<file path="config.mk">
export PLATFORM = sky130hd
export DESIGN_NAME = sd_cmd_resp_receiver
export DESIGN_NICKNAME = d
export VERILOG_FILES = /design/src/rtl/sd_pkg.sv /design/src/rtl/sd_crc7.sv /design/src/rtl/sd_cmd_resp_receiver.sv
export SDC_FILE = /design/constraint.sdc
export NUM_CORES = 1
export LEC_CHECK = 0
export ABC_AREA = 1
export CORE_ASPECT_RATIO = 1.2
export CORE_MARGIN = 4
export CORE_UTILIZATION = 30
export CTS_CLUSTER_DIAMETER = 30
export DETAILED_ROUTE_END_ITERATION = 8
export DONT_BUFFER_PORTS = 1
export GPL_TIMING_DRIVEN = 0
export PLACE_DENSITY = 0.45
export SYNTH_ARGS = -nofsm -noshare
export SYNTH_HDL_FRONTEND = slang
export SYNTH_SLANG_ARGS = --single-unit
</file>
<file path="constraint.sdc">
create_clock -name clk -period 2.9 [get_ports clk]
set_input_delay 0.145 -clock clk [delete_from_list [all_inputs] [get_ports clk]]
set_output_delay 0.145 -clock clk [all_outputs]
set_load 0.02 [all_outputs]
</file>
<file path="src/rtl/sd_pkg.sv">
`default_nettype none
// ============================================================================
//  Module      : sd_pkg
//  Description : Shared constants for the SD CMD-line response path.
//  Revision    : 1.0 - initial release
// ============================================================================
package sd_pkg;

    localparam logic [1:0] ST_IDLE       = 2'd0;
    localparam logic [1:0] ST_WAIT_START = 2'd1;
    localparam logic [1:0] ST_RECEIVE    = 2'd2;
    localparam logic [1:0] ST_DONE       = 2'd3;

    localparam logic [6:0] CRC7_POLY = 7'h09;

    localparam int SHORT_BITS_DEF = 48;
    localparam int LONG_BITS_DEF  = 136;

    // Frame tail after the CRC-covered payload: 7 CRC bits plus the end bit.
    localparam int CRC_TAIL_BITS     = 8;
    localparam int CRC_FIELD_W       = 7;
    localparam int LONG_PAYLOAD_BITS = 120;

endpackage
`default_nettype wire

</file>
<file path="src/rtl/sd_crc7.sv">
`default_nettype none
// ============================================================================
//  Module      : sd_crc7
//  Description : Bit-serial CRC7 (x^7+x^3+1, init 0), shared with the command generator.
//  Revision    : 1.0 - initial release
// ============================================================================
module sd_crc7
    import sd_pkg::*;
(
    input  logic       clk,
    input  logic       rst,
    input  logic       clear,
    input  logic       en,
    input  logic       din,
    output logic [6:0] crc
);

    logic [6:0] r_crc;
    logic       w_fb;

    assign w_fb = din ^ r_crc[6];

    always_ff @(posedge clk or negedge rst) begin
        if (!rst) begin
            r_crc <= 7'h00;
        end else if (clear) begin
            r_crc <= 7'h00;
        end else if (en) begin
            r_crc <= {r_crc[5:0], 1'b0} ^ (w_fb ? CRC7_POLY : 7'h00);
        end
    end

    assign crc = r_crc;

endmodule
`default_nettype wire

</file>
<file path="src/rtl/sd_cmd_resp_receiver.sv">
`default_nettype none
// ============================================================================
//  Module      : sd_cmd_resp_receiver
//  Description : Host-side SD CMD-line response receiver (48/136-bit, CRC7 + framing check).
//  Revision    : 1.0 - initial release
// ============================================================================
module sd_cmd_resp_receiver
    import sd_pkg::*;
#(
    parameter int TIMEOUT_TICKS = 64,
    parameter int SHORT_BITS    = SHORT_BITS_DEF,
    parameter int LONG_BITS     = LONG_BITS_DEF
) (
    input  logic         clk,
    input  logic         rst,
    input  logic         start,
    input  logic         long_resp,
    input  logic         crc_en,
    input  logic         abort,
    input  logic         sample_en,
    input  logic         cmd_in,
    output logic         busy,
    output logic         done,
    output logic         timeout,
    output logic         crc_err,
    output logic         frame_err,
    output logic [5:0]   resp_index,
    output logic [31:0]  resp_arg,
    output logic [126:0] resp_long
);

    localparam int CW  = $clog2(LONG_BITS);
    localparam int TW  = $clog2(TIMEOUT_TICKS + 1);
    // The transmission bit of a long frame is shifted out of the top; nothing reads it.
    localparam int SRW = LONG_BITS - 2;

    localparam logic [CW-1:0] C_SHORT_LAST     = CW'(SHORT_BITS - 1);
    localparam logic [CW-1:0] C_LONG_LAST      = CW'(LONG_BITS - 1);
    localparam logic [CW-1:0] C_SHORT_CRC_LAST = CW'(SHORT_BITS - 1 - CRC_TAIL_BITS);
    localparam logic [CW-1:0] C_LONG_CRC_LAST  = CW'(LONG_BITS - 1 - CRC_TAIL_BITS);
    localparam logic [CW-1:0] C_LONG_CRC_FIRST = CW'(LONG_BITS - CRC_TAIL_BITS - LONG_PAYLOAD_BITS);
    localparam logic [TW-1:0] C_TICK_LAST      = TW'(TIMEOUT_TICKS - 1);

    logic [1:0]     r_state;
    logic           r_long;
    logic           r_crc_en;
    logic [TW-1:0]  r_tick_cnt;
    logic [CW-1:0]  r_bit_cnt;
    logic [SRW-1:0] r_sr;
    logic           r_timeout;
    logic           r_crc_err;
    logic           r_frame_err;

    logic [CW-1:0]  w_bit_num;
    logic           w_final;
    logic           w_crc_span;
    logic           w_crc_clear;
    logic           w_crc_feed;
    logic [6:0]     w_crc;

    // w_bit_num is the 1-based position (after the start bit) of the bit sampled this tick.
    assign w_bit_num  = r_bit_cnt + CW'(1);
    assign w_final    = (w_bit_num == (r_long ? C_LONG_LAST : C_SHORT_LAST));
    assign w_crc_span = r_long ? ((w_bit_num >= C_LONG_CRC_FIRST) && (w_bit_num <= C_LONG_CRC_LAST))
                               : (w_bit_num <= C_SHORT_CRC_LAST);

    assign w_crc_clear = !abort && sample_en && !cmd_in && (r_state == ST_WAIT_START);
    assign w_crc_feed  = !abort && sample_en && w_crc_span && (r_state == ST_RECEIVE);

    sd_crc7 u_crc7 (
        .clk   (clk),
        .rst   (rst),
        .clear (w_crc_clear),
        .en    (w_crc_feed),
        .din   (cmd_in),
        .crc   (w_crc)
    );

    always_ff @(posedge clk or negedge rst) begin
        if (!rst) begin
            r_state     <= ST_IDLE;
            r_long      <= 1'b0;
            r_crc_en    <= 1'b0;
            r_tick_cnt  <= '0;
            r_bit_cnt   <= '0;
            r_sr        <= '0;
            r_timeout   <= 1'b0;
            r_crc_err   <= 1'b0;
            r_frame_err <= 1'b0;
        end else if (abort) begin
            r_state <= ST_IDLE;
        end else begin
            case (r_state)
                ST_IDLE: begin
                    if (start) begin
                        r_long      <= long_resp;
                        r_crc_en    <= crc_en;
                        r_tick_cnt  <= '0;
                        r_sr        <= '0;
                        r_timeout   <= 1'b0;
                        r_crc_err   <= 1'b0;
                        r_frame_err <= 1'b0;
                        r_state     <= ST_WAIT_START;
                    end
                end
                ST_WAIT_START: begin
                    if (sample_en) begin
                        if (!cmd_in) begin
                            r_bit_cnt <= '0;
                            r_state   <= ST_RECEIVE;
                        end else if (r_tick_cnt == C_TICK_LAST) begin
                            r_timeout <= 1'b1;
                            r_state   <= ST_DONE;
                        end else begin
                            r_tick_cnt <= r_tick_cnt + TW'(1);
                        end
                    end
                end
                ST_RECEIVE: begin
                    if (sample_en) begin
                        r_sr      <= {r_sr[SRW-2:0], cmd_in};
                        r_bit_cnt <= w_bit_num;
                        if ((w_bit_num == CW'(1)) && cmd_in) begin
                            r_frame_err <= 1'b1;
                        end
                        // On the end-bit tick the CRC field still sits in the low shift bits.
                        if (w_final) begin
                            if (!cmd_in) begin
                                r_frame_err <= 1'b1;
                            end
                            if (r_crc_en && (r_sr[CRC_FIELD_W-1:0] != w_crc)) begin
                                r_crc_err <= 1'b1;
                            end
                            r_state <= ST_DONE;
                        end
                    end
                end
                ST_DONE: begin
                    r_state <= ST_IDLE;
                end
                default: begin
                    r_state <= ST_IDLE;
                end
            endcase
        end
    end

    assign busy       = (r_state != ST_IDLE);
    assign done       = (r_state == ST_DONE);
    assign timeout    = r_timeout;
    assign crc_err    = r_crc_err;
    assign frame_err  = r_frame_err;
    assign resp_index = r_long ? r_sr[LONG_BITS-3 -: 6] : r_sr[SHORT_BITS-3 -: 6];
    assign resp_arg   = r_sr[SHORT_BITS-9 -: 32];
    assign resp_long  = r_sr[LONG_BITS-9 -: 127];

endmodule
`default_nettype wire
</file>
[Yosys cells after proc, flatten, opt, wreduce, memory -nomap -nowiden]
Index checks and enable logic that the tools add are counted.
Word-level totals
  input port bits: 8
  logic and storage cells: 102
  output and inout bits: 170
  register bits: 163
Cells by class
  equal/unequal tests: 21
  $add $sub $neg: 2
  reduce and logical (&&, ||, !) cells: 23
  $lt $le $gt $ge: 3
  bitwise operators: 3
  muxes and demuxes: 40
Operator list (number)
  $mux W134: 2
  $pmux W134 S2: 1
  $mux W7: 6
  $mux W8: 4
  $reduce_and A6 Y1: 3
  $pmux W8 S2: 1
  $mux W2: 7
  $ne A2 B2 Y1 const B: 7
  $pmux W7 S2: 1
  $mux W1: 12
  $ne A3 B3 Y1 const B: 4
  $reduce_and A5 Y1: 2
  $reduce_bool A2 Y1: 5
  $add A8 B1 Y8 const B: 1
  $eq A8 B1 Y1 const B: 1
  $eq A8 B8 Y1: 1
  $ge A8 B4 Y1 const B: 1
  $le A8 B6 Y1 const B: 1
  $le A8 B7 Y1 const B: 1
  $logic_and A1 B1 Y1: 8
  $pmux W2 S4: 1
  $add A7 B1 Y7 const B: 1
  $eq A7 B6 Y1 const B: 1
  $ne A7 B7 Y1: 1
  other kinds (14): 19

[Logic depth before layout (Yosys ltp)]
  depth after elaboration: 8
  gate-level depth with buffers: 13
  depth with buffers taken out: 13

[Modules after synthesis]
A second synthesis with hierarchy kept.
Unflattened totals
  cells, all modules: 849
  area total of the unflattened synthesis: 7942.6 µm²
Modules (own cells, without submodules)
  sd_cmd_resp_receiver: times used 1, area an instance 7629.8 µm², cells each 813, seq. area each 3903.7 µm²
  sd_crc7: times used 1, area an instance 312.8 µm², cells each 36, seq. area each 175.2 µm²

[Worst setup path after synthesis]
OpenSTA, ideal clock, no wires.
  kind: register to register
  from: reg r_state[0]
  to: reg r_sr[100]
  stages on the path, launching flop included: 11
  path buffers: 2
  clock period less this slack: 1.881 ns
  arrival: 1.753 ns
  required time: 2.773 ns
  setup slack: 1.019 ns
  cells stage by stage: dfrtp_1 inv_1 ha_1 inv_1 nor2_2 nor2_1 nand2_2 inv_4 buf_4 buf_2 o22ai_2
On the way
  word-level cells in the longest chain between the ends: 3
RTL lines
  start, declared: line sd_cmd_resp_receiver.sv:44  | logic [1:0] r_state;
  start signal, assigned: line sd_cmd_resp_receiver.sv:81  | r_state <= ST_IDLE;
  start signal, assigned: line sd_cmd_resp_receiver.sv:91  | r_state <= ST_IDLE;
  start signal, assigned: line sd_cmd_resp_receiver.sv:103  | r_state <= ST_WAIT_START;
  $eq A2 B2 Y1 / $logic_not A2 Y1 (equally long branches): line sd_cmd_resp_receiver.sv:93  | case (r_state)
  $ne A2 B2 Y1 (no source line) / $reduce_bool A2 Y1 (equally long branches)
  $reduce_and A4 Y1 (no source line)
  end signal, assigned: line sd_cmd_resp_receiver.sv:121  | r_sr <= {r_sr[SRW-2:0], cmd_in};
  end, declared: line sd_cmd_resp_receiver.sv:49  | logic [SRW-1:0] r_sr;
Several ways; a longest one is shown, not always the timed one.
A chain may end at the register's enable or synchronous reset.

[Worst setup path after layout]
  from: reg r_state[0]
  to: reg r_sr[95]
The elaborated chain is that of the path after synthesis.

==> flow_summary.ini <==
[placed_design]
gp_congestion = 0.768
port_buffers = 0
placed_cell_area_um2 = 8660
dpl.hpwl_um = 13100

[timing]
slew_headroom_pct = 46.7
timing_hold_violations_final = 163
tightest_slew_ns = 0.791
max_freq_ghz = 0.409
min_period_ns = 2.44
setup_violations = 0
setup_tns_ns = 0
rsz0062_at_grt = no
final_max_slew_viol_count = 0
skew_ns = 0.0144
period_share_pct = 84.2
hold_slack_ns = -0.578

[clocking]
htreeDepth = 4
clk_path_buf_depth = 2
hold_buffers = 6
clock_latency_ns = 0.43
cts-resized-gates = 0
clkTransAtPathRegs_ns = 0.07
cts_setup_buffers = 0
cts_tree = yes
clockRootBuffer = clkbuf_16
cts_sinks = 163
cts_buffers = 17

[global_route]
antenna_found_initial = 0
grt_pass1_vias = 5472
grt_first_pass_wirelength_um = 30100
grt_util_all_layers_pct = 12.5
grt_max_degree = 164
grt_overflow_total = 0

[synthesis]
ys_seq_area_share_pct = 49.5
synthCells = 836
netlist_area_um2 = 8230
avgSynthCellArea_um2 = 9.85
synthFlopType = dfrtp_1
yosysWarnings = 0
ys_async_sr_fraction_pct = 100
synth_edf_count = 0
ys_seq_elements = 163
yosys.cell_types.count = 36
synth_fp_nets = 853

[layout]
postLayoutCellArea_um2 = 9350
antenna_cells = 0
drive_gt1_share_pct = 31.4
fillers = 2790
nNetsFinal = 878
areaGrowthSynthToFinish_pct = 13.6

[floorplan]
die_area_um2 = 30200
die_h_um = 189
fp-row-count = 66
core-area_um2 = 27100
die_w_um = 159
start_util_pct = 30.4
ios = 178

[detailed_routing]
dr.max_layer_used = met4
wl_per_cell_um = 15.3
drtIter0Drc = 216
met2WireLength_um = 8940
vias_per_cell = 4.42
wl_met3_um = 964
vias = 5369
drc_errors = 0
final_antenna_net_count = 0
first_pass_iters = 5
drt_wl_total_um = 18600
wl_met1_um = 8540

[pwr]
ir_drop_v = 0.000401
cellLeakagePower_nw = 4.35
power_density_nw_per_um2 = 663

[worst_setup_path]
cp-end-kind = flop
required_ns = 3.20
crit_type = flop to flop
start_kind = flop
arrival_ns = 2.74
cp_max_fo = 10

[hold_path]
min_path_type = primary input to async pin

[run_status]
status = finished with violations
violations = negative hold slack

[job]
cap_violations = 0
cell type report:
class | count | area (µm²) | area share, %
Sequential cell | 163 | 4080 | 43.6
Timing Repair Buffer | 6 | 60.1 | 0.642
Inverter | 165 | 622 | 6.65
Buffer | 192 | 1370 | 14.7
Clock buffer | 21 | 480 | 5.14
Clock inverter | 11 | 150 | 1.61
Tap cell | 340 | 425 | 4.55
Multi-Input combinational cell | 316 | 2160 | 23.1
Yosys cell counts, types with 10 or more instances:
| cell | instances | area share (%) |
|---|---|---|
| buf_2 | 14 | 0.85 |
| o21ai_0 | 13 | 0.79 |
| buf_4 | 167 | 15 |
| inv_1 | 164 | 7.5 |
| nor2_1 | 21 | 0.96 |
| nand2_1 | 53 | 2.4 |
| nand3_1 | 23 | 1.4 |
| clkbuf_1 | 10 | 0.46 |
| dfrtp_1 | 163 | 50 |
| o22ai_2 | 50 | 7.6 |
| o22ai_1 | 89 | 6.8 |
routing by layer:
layer	GRT usage (%)	vias to the layer above
met4	3.51	0
met2	19.9	134
li1	-	2615
met5	0	-
met1	16.6	2613
met3	3.59	7
placed cells by master (no fill, tap or decap), types with 3 or more instances in the layout:
master,count
nor2_2,3
clkbuf_16,17
clkbuf_8,4
clkbuf_1,10
buf_4,167
o21ai_0,13
bufinv_16,3
o22ai_2,50
buf_2,14
dlygate4sd3_1,6
xor2_1,4
xnor2_1,8
nand3_1,23
nor3_1,6
o21ai_1,3
nand4_1,7
clkinv_4,3
dfrtp_1,163
o22ai_1,89
inv_1,164
ha_1,9
a21oi_1,9
nor2_1,21
nand2_1,53
final timing paths:
check	startpoint	slack, ns	endpoint	depth (start not counted)
worst max-delay path	r_state[0]	0.46	r_sr[95]	11
worst min-delay path	rst	-0.58	r_sr[117]	0
worst max register to register	r_state[0]	0.46	r_sr[95]	11
worst min register to register	r_sr[133]	0.51	r_sr[133]	2
max in group asynchronous	rst	3.15	r_sr[1]	0
min in group clk	cmd_in	0.04	u_crc7.crc[0]	4
kinds of logic after synthesis:
group | synth area share [%]
adders and majority gates | 1.37
DFF | 49.5
and+or+nand+nor | 6.88
buffers and inverters | 24.2
xor gates and xnor gates | 1.28
AOI/OAI and AO/OA | 16.7
critical path, stage by stage, from the launching register on:
cell     delay (ns)
dfrtp_1        0.41
inv_1          0.15
ha_1           0.36
inv_1          0.10
nor2_1         0.13
a21oi_1        0.07
nand2_2        0.18
inv_4          0.12
nand2_4        0.18
buf_4          0.25
buf_4          0.25
o22ai_2        0.08
through the flow:
step           total power (W)  cells  util (%)  hold WS, ns  setup WS (ns)
6_report               0.00620   1214      34.5       -0.578          0.458
2_1_floorplan          0.00351    836         -       -0.151           1.02
3_5_place_dp           0.00382   1176      32.0       -0.143          0.422
5_1_grt                0.00657   1214      34.5       -0.612          0.209
3_3_place_gp           0.00382   1176      32.0       -0.144          0.413
4_1_cts                0.00631   1214      34.5       -0.613          0.397
power breakdown:
group          switching [W]  internal, W
sequential          0.000143      0.00240
clock               0.000959      0.00145
combinational       0.000848     0.000396
registers in the layout, indices dropped and copies added, names as in the netlist:
signal      cells
r_crc_en        1
r_long          1
u_crc7.crc      7
r_tick_cnt      7
r_state         2
frame_err       1
crc_err         1
r_bit_cnt       8
r_sr          134
timeout         1
No activity file was read; power rests on OpenSTA's default activity.
